## src/rtl/mem_ctrl_sync.sv

```systemverilog
// rtl/mem_ctrl_sync.sv - single-port synchronous word memory with request/response handshake and clear sequencer
//
// Ports:
//   clk        in   clock, all state updates on rising edge
//   reset      in   synchronous active-low reset
//   req_valid  in   request present
//   req_ready  out  request can be accepted (IDLE only)
//   req_write  in   1 = write, 0 = read
//   req_addr   in   word address
//   req_wdata  in   write data
//   rsp_valid  out  one-cycle completion strobe
//   rsp_rdata  out  read data, or written data for writes; held between responses
//   busy       out  state != IDLE
module mem_ctrl_sync #(
    parameter int DATA_WIDTH     = 16,
    parameter int ADDR_WIDTH     = 8,
    parameter int WAIT_STATES    = 1,
    parameter int CLEAR_ON_RESET = 1
) (
    input  logic                  clk,
    input  logic                  reset,
    input  logic                  req_valid,
    output logic                  req_ready,
    input  logic                  req_write,
    input  logic [ADDR_WIDTH-1:0] req_addr,
    input  logic [DATA_WIDTH-1:0] req_wdata,
    output logic                  rsp_valid,
    output logic [DATA_WIDTH-1:0] rsp_rdata,
    output logic                  busy
);

    localparam int DEPTH = 2 ** ADDR_WIDTH;
    localparam logic [3:0] WAIT_LOAD = (WAIT_STATES > 0) ? 4'(WAIT_STATES - 1) : 4'd0;

    typedef enum logic [1:0] {
        ST_CLEAR = 2'd0,
        ST_IDLE  = 2'd1,
        ST_WAIT  = 2'd2,
        ST_RESP  = 2'd3
    } state_t;

    localparam state_t RESET_STATE = (CLEAR_ON_RESET != 0) ? ST_CLEAR : ST_IDLE;

    state_t                  state;
    state_t                  next_state;
    logic [ADDR_WIDTH-1:0]   clr_ptr;
    logic [3:0]              wait_cnt;
    logic [3:0]              wait_next;
    logic [ADDR_WIDTH-1:0]   lat_addr;
    logic                    lat_write;
    logic [DATA_WIDTH-1:0]   lat_wdata;
    logic [DATA_WIDTH-1:0]   mem [DEPTH];

    logic                    accept;
    logic                    commit;
    logic                    clr_we;
    logic [ADDR_WIDTH-1:0]   c_addr;
    logic                    c_write;
    logic [DATA_WIDTH-1:0]   c_wdata;

    assign req_ready = (state == ST_IDLE);
    assign busy      = !req_ready;

    always_comb begin
        next_state = state;
        wait_next  = wait_cnt;
        accept     = 1'b0;
        commit     = 1'b0;
        clr_we     = 1'b0;
        // Commit normally uses the latched request; with zero wait states
        // the commit happens on the accept edge, so the live inputs are used.
        c_addr     = lat_addr;
        c_write    = lat_write;
        c_wdata    = lat_wdata;
        case (state)
            ST_CLEAR: begin
                clr_we = 1'b1;
                if (clr_ptr == {ADDR_WIDTH{1'b1}}) begin
                    next_state = ST_IDLE;
                end
            end
            ST_IDLE: begin
                if (req_valid) begin
                    accept = 1'b1;
                    if (WAIT_STATES == 0) begin
                        commit     = 1'b1;
                        c_addr     = req_addr;
                        c_write    = req_write;
                        c_wdata    = req_wdata;
                        next_state = ST_RESP;
                    end else begin
                        wait_next  = WAIT_LOAD;
                        next_state = ST_WAIT;
                    end
                end
            end
            ST_WAIT: begin
                if (wait_cnt == 4'd0) begin
                    commit     = 1'b1;
                    next_state = ST_RESP;
                end else begin
                    wait_next = wait_cnt - 4'd1;
                end
            end
            ST_RESP: begin
                next_state = ST_IDLE;
            end
            default: begin
                next_state = ST_IDLE;
            end
        endcase
    end

    always_ff @(posedge clk) begin
        if (!reset) begin
            state     <= RESET_STATE;
            clr_ptr   <= '0;
            wait_cnt  <= 4'd0;
            rsp_valid <= 1'b0;
            rsp_rdata <= '0;
        end else begin
            state     <= next_state;
            wait_cnt  <= wait_next;
            rsp_valid <= commit;
            if (clr_we) begin
                clr_ptr <= clr_ptr + ADDR_WIDTH'(1);
            end
            if (commit) begin
                rsp_rdata <= c_write ? c_wdata : mem[c_addr];
            end
        end
    end

    // Request latch carries no reset: it is only consumed after an accept.
    always_ff @(posedge clk) begin
        if (reset && accept) begin
            lat_addr  <= req_addr;
            lat_write <= req_write;
            lat_wdata <= req_wdata;
        end
    end

    // Array writes are gated by reset so a reset on the commit edge drops the write.
    always_ff @(posedge clk) begin
        if (reset) begin
            if (clr_we) begin
                mem[clr_ptr] <= '0;
            end else if (commit && c_write) begin
                mem[c_addr] <= c_wdata;
            end
        end
    end

endmodule

```

## config.mk

```make
export PLATFORM = sky130hd
export DESIGN_NAME = mem_ctrl_sync
export DESIGN_NICKNAME = d
export VERILOG_FILES = /design/src/rtl/mem_ctrl_sync.sv
export SDC_FILE = /design/constraint.sdc
export NUM_CORES = 2
export LEC_CHECK = 0
export BUFFER_PORTS_ARGS = -buffer_cell sky130_fd_sc_hd__buf_2
export CORE_MARGIN = 2
export CORE_UTILIZATION = 24
export DETAILED_ROUTE_END_ITERATION = 12
export PLACE_DENSITY = 0.42
export SLEW_MARGIN = 20
export SYNTH_ARGS = -nofsm -noshare
export SYNTH_HDL_FRONTEND = slang
export SYNTH_SLANG_ARGS = --single-unit
```

## constraint.sdc

```tcl
create_clock -name clk -period 8.74 [get_ports clk]
set_input_delay 2.185 -clock clk [delete_from_list [all_inputs] [get_ports clk]]
set_output_delay 2.185 -clock clk [all_outputs]
set_load 0.01 [all_outputs]
```

==> results.md <==
* Placed inst area at 173000 um^2
* Post-synth EDFFs at 4121
* Number of iterations in the first detailed-routing pass at 6
* Root Driver: clkbuf_16
* Clock Path Buffers at 4
* Sink Count at 4152
* Commonest non-fill, non-tap cells in the layout: edfxtp_1 (4121), mux4_2 (851), clkbuf_16 (450)
* Peak Freq at 172 MHz
* Area Growth Syn to Fin at 17.0%
* R2R Path Start: state[0]
* Cell Rows at 300
* Detail Route met2 WL at 247000 um
* Vias/cell at 4.67
* Worst slew pin tran at 1.44 ns
* DRT iter0 DRCs at 9584
* Share of layout cells above drive strength 1 at 25.6%
* Max stage delay on crit path at 0.82 ns
* Die area at 675000 um^2
* TNS Setup at 0 ns
* Total track usage at 15.1%
* Commonest non-fill, non-tap cell in the layout: edfxtp_1
* Initial antenna violation count at 40
* Port buffer count at 46
* Hold path startpoint: wait_cnt[1]
* CP max stage cell: nand4b_1
* Final ANT Viol Nets at 0
* Final worst path period share at 66.4%
* Setup crit start kind: input port
* Grt ovf at 0
* Tot Pwr at 41.5 mW
* Clock-pin slew on the worst setup and hold paths at 0.06 ns
* Vias at 80900
* Cell area after synthesis at 160000 um^2
* Distinct cells, synth at 71
* CP delay by family, top: simple AND/OR/NAND/NOR gates
* Worst Setup End Kind: flop
* Pwr Density at 221 nW/um^2
* Worst Path Required at 9.46 ns
* WP data arrival at 6.52 ns
* Synth Register Bits at 4152
* GP Congestion at 0.852
* Worst hold slack at 0.508 ns
* Worst-skew pair later-pin latency at 1.05 ns
* Syn Nets at 7681
* Hold Path Class: flop to flop
* Pins over their slew limit at 0
* # Post-CTS Setup Buffers at 0
* Yosys warns at 0
* Primary FF master, synth: edfxtp_1
* Slew headroom at 3.85%
* # setup viols final at 0
* Largest net degree at the start of global routing at 158
* DRC at 0
* Highest Signal Layer: met5
* CTS tree: yes
* HPWL Detailed at 327000 um
* # IOs at 47
* Static leakage at 67.5 nW
* Syn avg cell area at 21.0 um^2
* Status: finished, final reports clean
* Final core occ at 28.2%
* Final WL at 528000 um
* Final hold violation count at 0
* Final Net Count at 8072
* Vias in the first global route at 81700
* Die width at 821 um
* Post-route cell area at 188000 um^2
* Clk_skew at 0.0904 ns
* Worst setup path startpoint: reset
* Critical-path cell list: buf_2 -> nand4b_1 -> nor3_1 -> a31oi_1 -> or2_2 -> nand2b_4 -> buf_4 -> nor2_1 -> buf_4
* RSZ-0062 raised after global routing: no
* Max-cap violations at 0
* Most frequent CP cell: buf_4
* Core Box Area at 667000 um^2
* WL met1 at 231000 um
* Post-cts hold buffer count at 0
* FFs w/ async S/R, synth at 0%
* Routed wl met3 at 32700 um
* Num CTS Buffers at 448
* Worst vdd ir at 0.170 mV
* Global-route wire length before repair at 715000 um
* Post-synthesis cell count at 7647
* Clock period minus worst slack at 5.80 ns
* Worst-path fanout max at 35
* Initial Utilization at 24.1%
* Routed WL per cell at 30.4 um
* Die Y at 821 um
* WP buf/inv at 3
* Sequential-to-total area share from yosys stat at 77.5%
* CP Class: input port to flop
* H-tree depth at 5
* PostCTS Resize Cnt at 0
[worst paths after layout]
check	end	slack [ns]	depth (start not counted)
max reg2reg	mem[56][10]	3.06	11
min	wait_cnt[1]	0.51	2
max	mem[56][10]	2.94	9
min reg2reg	wait_cnt[1]	0.51	2
[worst reg2reg max path, delay by kind of cell, from the launching register on]
kind            cells  cell delay (ns)
compound gates      1             0.22
fa+ha+maj           1             0.33
buf+inv             3             0.82
flops               1             0.34
simple gates        6             3.69
[logic make-up after synthesis]
logic type	synth area share, %
flops	77.5
simple gates	2.99
mux	14.4
buf+inv	1.58
compound gates	3.34
fa+ha+maj	0.0468
xor+xnor	0.0819
[flip-flops by register name (all words and copies together) (netlist names)]
register / flops
rsp_valid: 1
c_wdata: 16
rsp_rdata: 16
mem: 4096
state: 2
clr_ptr: 8
wait_cnt: 4
c_write: 1
c_addr: 8
[cell type report]
| cell class | instances | area, um^2 |
|---|---|---|
| well taps | 8909 | 11100 |
| clock inverters | 263 | 2820 |
| flip-flops and latches | 4152 | 124000 |
| repair buffers | 402 | 3420 |
| fillers | 65700 | 479000 |
| diodes | 25 | 62.6 |
| clock buffers | 549 | 11700 |
| inverters | 13 | 53.8 |
| multi-input cells | 3021 | 34200 |
[Yosys cell counts (24+ instances only)]
cell type | instances | area [um^2]
dfxtp_1 | 31 | 621
a21oi_1 | 124 | 621
nand4_1 | 45 | 282
o211ai_1 | 24 | 180
nor2b_1 | 30 | 188
nor2_1 | 322 | 1210
buf_4 | 64 | 480
a31oi_1 | 31 | 194
and3_1 | 54 | 338
nand2_1 | 240 | 901
o31ai_1 | 31 | 233
mux4_2 | 851 | 19200
edfxtp_1 | 4121 | 124000
o21ai_0 | 43 | 215
nor3_1 | 33 | 165
buf_6 | 40 | 450
clkbuf_1 | 186 | 698
and2_1 | 48 | 300
o221ai_1 | 29 | 254
nand3_1 | 159 | 796
a22oi_1 | 237 | 1780
mux2i_1 | 326 | 3260
a221oi_1 | 47 | 412
buf_2 | 133 | 666
mux2_2 | 60 | 676
buf_1 | 33 | 124
[metrics by stage]
stage	setup slack, ns	cells
global placement	1.90	16500
global route	2.66	17300
detailed placement	1.90	16500
finish	2.94	17300
floorplan	1.31	7647
CTS	2.98	17300
[metal layers]
metal	track usage (%)	vias up
li1	-	32900
met1	21.0	44400
met2	24.3	2918
met3	2.56	701
met4	4.42	8
met5	0	-
[report_power, final]
part | switching (mW) | total, mW | internal (mW)
Sequential | 0.0328 | 21.7 | 21.6
Clock | 8.06 | 18.8 | 10.8
Combinational | 0.749 | 1.02 | 0.273
Total | 8.84 | 41.5 | 32.7
(Power assumes the default switching activity.)
